<file path="src/rtl/lsu_handshake_if.sv">
// Bundle of the LSU signals: the core-side request/response and the memory-side request/ack.
// The lsu modport is the unit's view; env is the view of the core plus the memory around it.
interface lsu_handshake_if #(
   parameter int XLEN   = 32,
   parameter int ADDR_W = 32
);
   logic                req_valid;
   logic                req_ready;
   logic                req_wen;
   logic [2:0]          req_funct3;
   logic [ADDR_W-1:0]   req_addr;
   logic [XLEN-1:0]     req_wdata;
   logic                rsp_valid;
   logic [XLEN-1:0]     rsp_rdata;
   logic                rsp_trap;
   logic                mem_req;
   logic                mem_ready;
   logic [ADDR_W-1:0]   mem_addr;
   logic                mem_ren;
   logic                mem_wen;
   logic [XLEN-1:0]     mem_wdata;
   logic [XLEN/8-1:0]   mem_mask;
   logic                mem_valid;
   logic [XLEN-1:0]     mem_rdata;

   modport lsu (
      input  req_valid, req_wen, req_funct3, req_addr, req_wdata,
      output req_ready, rsp_valid, rsp_rdata, rsp_trap,
      output mem_req, mem_addr, mem_ren, mem_wen, mem_wdata, mem_mask,
      input  mem_ready, mem_valid, mem_rdata
   );

   modport env (
      output req_valid, req_wen, req_funct3, req_addr, req_wdata,
      input  req_ready, rsp_valid, rsp_rdata, rsp_trap,
      input  mem_req, mem_addr, mem_ren, mem_wen, mem_wdata, mem_mask,
      output mem_ready, mem_valid, mem_rdata
   );
endinterface

</file>
<file path="src/rtl/lsu_handshake.sv">
// Load/store unit: turns one core access into a request/ack memory transaction, with lane
// masking, load extension and a trap path for misaligned or illegal accesses.
//
// state | meaning
// IDLE  | ready for a new core access
// REQ   | memory request held until the memory accepts it
// WAIT  | waiting for read data / write acknowledge
// RESP  | one-cycle response to the core
module lsu_handshake #(
   parameter int XLEN   = 32,
   parameter int ADDR_W = 32
) (
   input  logic         clk,
   input  logic         rst,
   lsu_handshake_if.lsu bus
);
   localparam int NB    = XLEN / 8;
   localparam int OFF_W = $clog2(NB);

   typedef enum logic [1:0] {IDLE, REQ, WAIT, RESP} state_t;

   state_t             state, state_nxt;
   logic               r_wen;
   logic [2:0]         r_funct3;
   logic [ADDR_W-1:0]  r_addr;
   logic [XLEN-1:0]    r_wdata;
   logic [XLEN-1:0]    rdata_q;
   logic               trap_q;

   logic               legal, misaligned, trap_d;
   logic [OFF_W-1:0]   off;
   logic [NB-1:0]      ones;
   logic [XLEN-1:0]    sh, ext;
   logic               sgn;

   // Decode of the incoming access, used only on the accepting cycle.
   always_comb begin
      legal = 1'b0;
      case (bus.req_funct3)
         3'b000, 3'b001, 3'b010: legal = 1'b1;
         3'b011:                 legal = (XLEN == 64);
         3'b100, 3'b101:         legal = !bus.req_wen;
         3'b110:                 legal = !bus.req_wen && (XLEN == 64);
         default:                legal = 1'b0;
      endcase
      misaligned = 1'b0;
      case (bus.req_funct3[1:0])
         2'b01:   misaligned = bus.req_addr[0];
         2'b10:   misaligned = (bus.req_addr[1:0] != 2'b00);
         2'b11:   misaligned = (bus.req_addr[2:0] != 3'b000);
         default: misaligned = 1'b0;
      endcase
      trap_d = !legal || misaligned;
   end

   // Lane math works off the registered access so outputs stay stable while REQ is held.
   always_comb begin
      off = r_addr[OFF_W-1:0];
      sgn = !r_funct3[2];
      case (r_funct3[1:0])
         2'b00:   ones = NB'(1);
         2'b01:   ones = NB'(3);
         2'b10:   ones = NB'(15);
         default: ones = '1;
      endcase
      sh = bus.mem_rdata >> {off, 3'b000};
      case (r_funct3[1:0])
         2'b00:   ext = XLEN'($signed({sgn & sh[7],  sh[7:0]}));
         2'b01:   ext = XLEN'($signed({sgn & sh[15], sh[15:0]}));
         2'b10:   ext = XLEN'($signed({sgn & sh[31], sh[31:0]}));
         default: ext = sh;
      endcase
   end

   always_ff @(posedge clk or posedge rst) begin
      if (rst) state <= IDLE;
      else     state <= state_nxt;
   end

   always_comb begin
      state_nxt     = state;
      bus.req_ready = 1'b0;
      bus.rsp_valid = 1'b0;
      bus.rsp_rdata = '0;
      bus.rsp_trap  = 1'b0;
      bus.mem_req   = 1'b0;
      bus.mem_addr  = '0;
      bus.mem_ren   = 1'b0;
      bus.mem_wen   = 1'b0;
      bus.mem_wdata = '0;
      bus.mem_mask  = '0;
      case (state)
         IDLE: begin
            bus.req_ready = 1'b1;
            if (bus.req_valid) state_nxt = trap_d ? RESP : REQ;
         end
         REQ: begin
            bus.mem_req   = 1'b1;
            bus.mem_addr  = {r_addr[ADDR_W-1:OFF_W], {OFF_W{1'b0}}};
            bus.mem_ren   = !r_wen;
            bus.mem_wen   = r_wen;
            bus.mem_wdata = r_wdata << {off, 3'b000};
            bus.mem_mask  = ones << off;
            if (bus.mem_ready) state_nxt = WAIT;
         end
         WAIT: begin
            if (bus.mem_valid) state_nxt = RESP;
         end
         RESP: begin
            bus.rsp_valid = 1'b1;
            bus.rsp_rdata = rdata_q;
            bus.rsp_trap  = trap_q;
            state_nxt     = IDLE;
         end
         default: state_nxt = IDLE;
      endcase
   end

   always_ff @(posedge clk or posedge rst) begin
      if (rst) begin
         r_wen    <= 1'b0;
         r_funct3 <= '0;
         r_addr   <= '0;
         r_wdata  <= '0;
         rdata_q  <= '0;
         trap_q   <= 1'b0;
      end else if (state == IDLE && bus.req_valid) begin
         r_wen    <= bus.req_wen;
         r_funct3 <= bus.req_funct3;
         r_addr   <= bus.req_addr;
         r_wdata  <= bus.req_wdata;
         rdata_q  <= '0;
         trap_q   <= trap_d;
      end else if (state == WAIT && bus.mem_valid && !r_wen) begin
         rdata_q  <= ext;
      end
   end
endmodule
</file>
<file path="src/flat_wrapper.sv">
// flat-port wrapper written by rule: the top's interface ports become plain ports
module lsu_handshake_flat 
#(
   parameter int XLEN   = 32,
   parameter int ADDR_W = 32
)
  (clk, rst, bus_req_valid, bus_req_wen, bus_req_funct3, bus_req_addr, bus_req_wdata, bus_req_ready, bus_rsp_valid, bus_rsp_rdata, bus_rsp_trap, bus_mem_req, bus_mem_addr, bus_mem_ren, bus_mem_wen, bus_mem_wdata, bus_mem_mask, bus_mem_ready, bus_mem_valid, bus_mem_rdata);
  lsu_handshake_if #(.XLEN(XLEN), .ADDR_W(ADDR_W)) bus_i ();
  input  logic clk;
  input  logic rst;
  input wire logic [$bits(bus_i.req_valid)-1:0] bus_req_valid;
  input wire logic [$bits(bus_i.req_wen)-1:0] bus_req_wen;
  input wire logic [$bits(bus_i.req_funct3)-1:0] bus_req_funct3;
  input wire logic [$bits(bus_i.req_addr)-1:0] bus_req_addr;
  input wire logic [$bits(bus_i.req_wdata)-1:0] bus_req_wdata;
  output wire logic [$bits(bus_i.req_ready)-1:0] bus_req_ready;
  output wire logic [$bits(bus_i.rsp_valid)-1:0] bus_rsp_valid;
  output wire logic [$bits(bus_i.rsp_rdata)-1:0] bus_rsp_rdata;
  output wire logic [$bits(bus_i.rsp_trap)-1:0] bus_rsp_trap;
  output wire logic [$bits(bus_i.mem_req)-1:0] bus_mem_req;
  output wire logic [$bits(bus_i.mem_addr)-1:0] bus_mem_addr;
  output wire logic [$bits(bus_i.mem_ren)-1:0] bus_mem_ren;
  output wire logic [$bits(bus_i.mem_wen)-1:0] bus_mem_wen;
  output wire logic [$bits(bus_i.mem_wdata)-1:0] bus_mem_wdata;
  output wire logic [$bits(bus_i.mem_mask)-1:0] bus_mem_mask;
  input wire logic [$bits(bus_i.mem_ready)-1:0] bus_mem_ready;
  input wire logic [$bits(bus_i.mem_valid)-1:0] bus_mem_valid;
  input wire logic [$bits(bus_i.mem_rdata)-1:0] bus_mem_rdata;
  assign bus_i.req_valid = bus_req_valid;
  assign bus_i.req_wen = bus_req_wen;
  assign bus_i.req_funct3 = bus_req_funct3;
  assign bus_i.req_addr = bus_req_addr;
  assign bus_i.req_wdata = bus_req_wdata;
  assign bus_req_ready = bus_i.req_ready;
  assign bus_rsp_valid = bus_i.rsp_valid;
  assign bus_rsp_rdata = bus_i.rsp_rdata;
  assign bus_rsp_trap = bus_i.rsp_trap;
  assign bus_mem_req = bus_i.mem_req;
  assign bus_mem_addr = bus_i.mem_addr;
  assign bus_mem_ren = bus_i.mem_ren;
  assign bus_mem_wen = bus_i.mem_wen;
  assign bus_mem_wdata = bus_i.mem_wdata;
  assign bus_mem_mask = bus_i.mem_mask;
  assign bus_i.mem_ready = bus_mem_ready;
  assign bus_i.mem_valid = bus_mem_valid;
  assign bus_i.mem_rdata = bus_mem_rdata;
  lsu_handshake #(.XLEN(XLEN), .ADDR_W(ADDR_W)) u_core (.clk(clk), .rst(rst), .bus(bus_i));
endmodule
</file>
<file path="config.mk">
export PLATFORM = sky130hd
export DESIGN_NAME = lsu_handshake_flat
export DESIGN_NICKNAME = d
export VERILOG_FILES = /design/src/rtl/lsu_handshake_if.sv /design/src/rtl/lsu_handshake.sv /design/src/flat_wrapper.sv
export SDC_FILE = /design/constraint.sdc
export NUM_CORES = 1
export LEC_CHECK = 0
export CAP_MARGIN = 20
export CELL_PAD_IN_SITES_DETAIL_PLACEMENT = 1
export CELL_PAD_IN_SITES_GLOBAL_PLACEMENT = 1
export CORE_MARGIN = 1
export CORE_UTILIZATION = 34
export CTS_CLUSTER_SIZE = 16
export DETAILED_ROUTE_END_ITERATION = 10
export PLACE_DENSITY = 0.89
export SLEW_MARGIN = 25
export SYNTH_ARGS = -nofsm -noshare
export SYNTH_HDL_FRONTEND = slang
export SYNTH_SLANG_ARGS = --single-unit
</file>
<file path="constraint.sdc">
create_clock -name clk -period 3.7 [get_ports clk]
set_input_delay 0.74 -clock clk [delete_from_list [all_inputs] [get_ports clk]]
set_output_delay 0.74 -clock clk [all_outputs]
set_load 0.005 [all_outputs]
</file>
==> flow_metrics.py, run 1 <==
metrics = {
    "drt": {
        "vias": 4777,
        "drt_iter0_markers": 230,
        "ant_nets": 0,
        "drc_errors": 0,
        "avgViaCountPerCell": 5.15,
        "firstDrtPassIters": 4,
        "post_drt_wl_per_cell_um": 19.8,
        "finalWirelength_um": 18300,
    },
    "timing": {
        "min_period_ps": 3260,
        "slew_violations": 0,
        "finalSetupViolCount": 0,
        "fin_worst_skew_ps": 9.94,
        "rsz0062_at_grt": "false",
        "final_hold_viol_count": 0,
        "tns_ps": 0,
        "period_share_pct": 88.0,
        "fmax_mhz": 307,
        "relSlewSlack_pct": 30.5,
        "worst_pin_slew_ps": 1030,
    },
    "synth": {
        "synth_top_family_by_area": "multiplexers",
        "syn_avg_cell_area_um2": 10.8,
        "synthCells": 518,
        "synthArstFlopShare_pct": 100,
        "synth_xor_area_share_pct": 0.156,
        "ys_seq_elements": 103,
        "yosysWarnings": 0,
        "netlist_area_mm2": 0.00561,
        "yosys.cell_types.count": 36,
        "ys.flop_type": "dfrtp_1",
        "synthAdderAreaFrac_pct": 1.12,
        "synth_compound_area_share_pct": 10.0,
        "synth_mux_area_share_pct": 23.0,
        "synth-simple-area-share_pct": 16.0,
        "synth-edff-count": 0,
        "yosysSeqAreaShare_pct": 45.9,
    },
    "die": {
        "io_pins": 211,
        "die_x_um": 130,
        "start_util_pct": 35.1,
        "core_area_mm2": 0.0160,
        "placementRows": 46,
        "die_h_um": 130,
        "die_area_mm2": 0.0170,
    },
    "global_routing": {
        "antenna_found_initial": 0,
        "grt_pass1_wl_um": 28100,
        "grt_pass1_vias": 5134,
        "grt_max_degree": 53,
        "overflow": 0,
        "grt_util_all_layers_pct": 21.9,
    },
    "clocking": {
        "cts_tree": "yes",
        "clockBufferDepth": 2,
        "cts_setup_buffers": 0,
        "htree_levels": 3,
        "clk-insertion-delay-late_ps": 350,
        "cts_made_buffers": 9,
        "root_buffer": "clkbuf_16",
        "cts_resized": 0,
        "cts_hold_buf": 0,
        "clkSinkCount": 103,
        "clkTransAtPathRegs_ps": 70,
    },
    "critical_path": {
        "path_max_fanout": 24,
        "path_cells": "nand2b_1 -> nor2_1 -> and2_1 -> clkdlybuf4s50_1",
        "cp-end-kind": "primary output",
        "max_stage_delay_ps": 620,
        "cp.arrival_ps": 2520,
        "cp_slowest_cell": "dfrtp_2",
        "critical_path_class": "reg2out",
        "worstSetupStartpointType": "flip-flop",
        "cp.required_ps": 2960,
    },
    "power": {
        "pwr-share-seq_pct": 35.7,
        "power_leakage_nw": 3.43,
        "power_w": 0.00599,
        "power.density_mw_per_mm2": 734,
        "swShare_pct": 36.8,
        "p_comb_share_pct": 49.5,
        "clkPwrFrac_pct": 14.9,
        "p_sw_w": 0.00220,
        "vdd_drop_max_mv": 0.285,
        "p_int_w": 0.00378,
    },
    "place": {
        "hpwl_um": 13600,
        "postPlaceCellArea_mm2": 0.00788,
        "gp_congestion": 0.847,
        "io_buffers": 208,
    },
    "final_layout": {
        "final_area_mm2": 0.00815,
        "layout-drive-gt1-share_pct": 16.7,
        "nets": 819,
        "diodes": 0,
        "area_delta_synth_final_pct": 45.3,
    },
    "outcome": {
        "status": "finished clean",
    },
    "hold_path": {
        "hp-class": "reg2reg",
    },
    "run": {
        "cap_violations": 0,
    },
}
==> metal layers <==
layer,track usage [%],share of wire [%],up-vias
met1,25.9,40,2395
met2,40.1,52,175
met5,0,0,-
li1,-,-,2183
met4,6.02,1.6,0
met3,4.52,6.1,24
==> power by group through the flow <==
| stage | combinational (W) | sequential (W) | clock [W] |
|---|---|---|---|
| floorplan | 0.00191 | 0.00191 | 0 |
| global placement | 0.00283 | 0.00210 | 0 |
| detailed placement | 0.00296 | 0.00215 | 0 |
| CTS | 0.00299 | 0.00213 | 0.000910 |
| global route | 0.00320 | 0.00221 | 0.000966 |
| finish | 0.00296 | 0.00213 | 0.000890 |
==> per-stage QoR <==
stage	hold WS (ps)	util [%]	cells	setup slack (ps)
6_report	474	50.9	928	443
5_1_grt	508	50.9	928	300
4_1_cts	483	50.9	928	437
3_5_place_dp	466	49.3	914	826
3_3_place_gp	456	49.3	914	897
2_1_floorplan	438	-	519	256
==> logic make-up after synthesis <==
logic type / Yosys count
AND/OR/NAND/NOR: 165
flip-flops: 103
buffers and inverters: 46
adder cells (fa/ha/maj): 5
AO/OA/AOI/OAI: 80
other: 1
XOR/XNOR: 1
multiplexers: 117
==> layout make-up <==
| class | instances | area, µm² |
|---|---|---|
| Clock inverter | 3 | 21.3 |
| Fill cell | 1748 | 7850 |
| Multi-Input combinational cell | 370 | 2830 |
| Inverter | 6 | 25.0 |
| Clock buffer | 11 | 243 |
| Timing Repair Buffer | 219 | 2180 |
| Tap cell | 216 | 270 |
| Sequential cell | 103 | 2580 |
==> worst paths after layout <==
check	from	end	slack, ps	cells after the start
min reg2reg	u_core.rdata_q[7]	u_core.rdata_q[7]	470	2
max in group asynchronous	rst	u_core.rdata_q[14]	2010	3
max	u_core.r_addr[1]	bus_mem_wdata[5]	440	4
min in group asynchronous	rst	u_core.r_wdata[22]	840	2
max reg2reg	u_core.r_addr[1]	u_core.rdata_q[25]	1120	6
min	u_core.rdata_q[7]	u_core.rdata_q[7]	470	2
==> cell usage after synthesis (4+ instances only) <==
library cell / instances / area share [%]
a21oi_1: 16 / 1.4
a221o_1: 17 / 3.0
and2_1: 81 / 9.0
buf_2: 11 / 0.98
clkbuf_1: 22 / 1.5
dfrtp_1: 103 / 46
ha_1: 5 / 1.1
inv_1: 6 / 0.40
mux2_2: 85 / 17
mux2i_1: 31 / 5.5
nand2_1: 39 / 2.6
nand3b_1: 8 / 1.1
nor2_1: 23 / 1.5
nor2b_1: 4 / 0.45
o211a_1: 8 / 1.4
o21ai_0: 33 / 2.9
==> flip-flops by register name, indices dropped and copies added, names as in the netlist <==
signal / cells
u_core.state: 2
u_core.r_wdata: 32
u_core.rdata_q: 32
u_core.r_addr: 32
u_core.trap_q: 1
u_core.r_funct3: 3
u_core.r_wen: 1
==> cells in the final DEF (no fill, tap or decap), types with 2 or more instances in the layout <==
cell,netlist,routed
buf_4,2,10
mux2i_1,31,31
and2_1,81,80
conb_1,1,2
a221o_1,17,17
nor2b_1,4,4
clkdlybuf4s50_1,0,208
dfrtp_2,0,2
dfrtp_1,103,101
nand3b_1,8,8
o211a_1,8,8
nand2_1,39,39
o21ai_0,33,33
clkbuf_16,0,9
ha_1,5,4
nand2b_1,2,2
inv_1,6,5
mux2_2,85,85
nor2_1,23,22
a21oi_1,16,16
nand3_1,2,2
==> critical path: cells and delay by family (launching register included) <==
kind	cells	cell delay, ps
buffers and inverters	1	510
flip-flops	1	620
AND/OR/NAND/NOR	3	1030
(Power assumes the default switching activity.)
==> run 2, diff against run 1 <==
--- a/config.mk
+++ b/config.mk
@@ -10,6 +10,7 @@
 export CELL_PAD_IN_SITES_GLOBAL_PLACEMENT = 1
 export CORE_MARGIN = 1
 export CORE_UTILIZATION = 34
+export CTS_BUF_LIST = sky130_fd_sc_hd__clkbuf_4 sky130_fd_sc_hd__clkbuf_8 sky130_fd_sc_hd__clkbuf_16
 export CTS_CLUSTER_SIZE = 16
 export DETAILED_ROUTE_END_ITERATION = 10
 export PLACE_DENSITY = 0.89
==> flow_metrics.py, run 2 (synthesis gave the netlist of run 1 again) <==
metrics = {
    "outcome": {
        "status": "finished clean",
    },
    "timing": {
        "worst_pin_slew_ps": 1030,
        "tns_ps": 0,
        "finalSetupViolCount": 0,
        "rsz0062_at_grt": "false",
        "layout_setup_ws_ps": 451,
        "period_share_pct": 87.8,
        "min_period_ps": 3250,
        "fmax_mhz": 308,
        "relSlewSlack_pct": 31.1,
        "final_hold_viol_count": 0,
        "slew_violations": 0,
        "fin_worst_skew_ps": 8.88,
    },
    "place": {
        "post-place-ws_ps": 826,
        "io_buffers": 208,
        "hpwl_um": 13600,
        "gp_congestion": 0.847,
        "dp.cells": 914,
    },
    "drt": {
        "finalWirelength_um": 18300,
        "post_drt_wl_per_cell_um": 19.7,
        "firstDrtPassIters": 4,
        "drt_iter0_markers": 230,
        "vias": 4768,
        "drc_errors": 0,
        "avgViaCountPerCell": 5.14,
        "ant_nets": 0,
    },
    "critical_path": {
        "path_max_fanout": 24,
        "r2r-end": "u_core.rdata_q[25]",
        "r2r.worst_path.cells": 6,
        "critical_path_class": "reg2out",
        "cp.required_ps": 2960,
        "cp.arrival_ps": 2510,
        "rr_startpoint": "u_core.r_addr[1]",
        "worstSetupStartpointType": "flip-flop",
        "path_cells": "nand2b_1 -> nor2_1 -> and2_1 -> clkdlybuf4s50_1",
        "cp-end-kind": "primary output",
        "reg2reg_slack_ps": 1130,
        "max_stage_delay_ps": 620,
        "cp_slowest_cell": "dfrtp_2",
    },
    "clocking": {
        "clkSinkCount": 103,
        "cts_setup_buffers": 0,
        "root_buffer": "clkbuf_16",
        "cts_hold_buf": 0,
        "cts_resized": 0,
        "clockBufferDepth": 2,
        "clkTransAtPathRegs_ps": 70,
        "cts_made_buffers": 9,
        "cts_tree": "yes",
        "clk-insertion-delay-late_ps": 350,
        "htree_levels": 3,
    },
    "final_layout": {
        "layout-drive-gt1-share_pct": 16.9,
        "final_common_cell": "clkdlybuf4s50_1",
        "diodes": 0,
        "final-instance-count-excl-fill": 928,
        "area_delta_synth_final_pct": 45.3,
        "final_util_pct": 51.0,
        "num-fill-cells": 1749,
        "reg_top3": "u_core.r_addr: 32 flops, u_core.r_wdata: 32 flops, u_core.rdata_q: 32 flops",
        "mostFrequentLayoutCells": "clkdlybuf4s50_1 (208), dfrtp_1 (101), mux2_2 (85)",
        "nets": 819,
    },
    "die": {
        "die_area_mm2": 0.0170,
        "die_x_um": 130,
        "die_h_um": 130,
        "start_util_pct": 35.1,
        "core_area_mm2": 0.0160,
        "io_pins": 211,
        "placementRows": 46,
    },
    "hold_path": {
        "holdPathEnd": "u_core.rdata_q[7]",
        "hp-class": "reg2reg",
        "hp-start": "u_core.rdata_q[7]",
        "whs_path_depth": 2,
    },
    "global_routing": {
        "grt_max_degree": 53,
        "antenna_found_initial": 0,
        "grt_pass1_wl_um": 28100,
        "grt_util_all_layers_pct": 21.9,
        "overflow": 0,
        "grt_pass1_vias": 5134,
    },
    "run": {
        "cap_violations": 0,
    },
    "power": {
        "power_leakage_nw": 3.43,
        "power.density_mw_per_mm2": 734,
        "vdd_drop_max_mv": 0.285,
    },
}
==> run 2: cell count changes in the layout (fill, tap and decap cells not counted) <==
| cell | before | now |
|---|---|---|
| clkbuf_4 | 0 | 1 |
| clkbuf_1 | 1 | 0 |
==> run 2: critical path: cells and delay by family, from the launching register on <==
family                 cells  cell delay [ps]
AND/OR/NAND/NOR            3             1030
buffers and inverters      1              510
flip-flops                 1              620
==> run 2: power by group <==
group | switching [W] | total [W] | internal [W]
combinational | 0.00132 | 0.00296 | 0.00164
clock | 0.000420 | 0.000897 | 0.000477
sequential | 0.000462 | 0.00213 | 0.00167
total | 0.00220 | 0.00599 | 0.00379
==> run 2: how the worst max path moves through the flow <==
stage	start	end	slack, ps	depth (start not counted)
after floorplan	rst	u_core.r_addr[0]	260	1
after global placement	u_core.r_addr[1]	bus_mem_wdata[6]	900	4
after detailed placement	u_core.r_addr[1]	bus_mem_wdata[5]	830	4
after CTS	u_core.r_addr[1]	bus_mem_wdata[5]	440	4
after global routing	u_core.r_addr[1]	bus_mem_wdata[7]	300	4
final	u_core.r_addr[1]	bus_mem_wdata[5]	450	4
==> run 2: routing by layer <==
metal	wire, µm	part of all wire (%)	global-route usage, %
met1	7420	41	25.9
met5	0	0	0
met3	1100	6.0	4.52
met4	299	1.6	6.02
met2	9470	52	40.1
==> run 2: final cells by class <==
type / instances / area [µm²] / share of cell area (%)
multi-input combinational: 370 / 2830 / 34.8
sequential: 103 / 2580 / 31.6
timing repair buffer: 219 / 2180 / 26.7
tap: 216 / 270 / 3.31
clock buffer: 11 / 246 / 3.02
inverter: 6 / 25.0 / 0.307
clock inverter: 3 / 21.3 / 0.261
==> run 2: stage by stage <==
stage	total power (W)	instance area, µm²	hold slack (ps)
after global routing	0.00639	8150	508
after floorplan	0.00382	5610	438
after global placement	0.00494	7880	456
after CTS	0.00604	8150	483
after detailed placement	0.00511	7880	466
final	0.00599	8150	472
==> run 3, diff against run 2 <==
--- a/config.mk
+++ b/config.mk
@@ -5,6 +5,7 @@
 export SDC_FILE = /design/constraint.sdc
 export NUM_CORES = 1
 export LEC_CHECK = 0
+export ABC_CLOCK_PERIOD_IN_PS = 3700
 export CAP_MARGIN = 20
 export CELL_PAD_IN_SITES_DETAIL_PLACEMENT = 1
 export CELL_PAD_IN_SITES_GLOBAL_PLACEMENT = 1
==> results of run 3 <==
The final DEF is identical to that of run 2; final timing and power are the same.
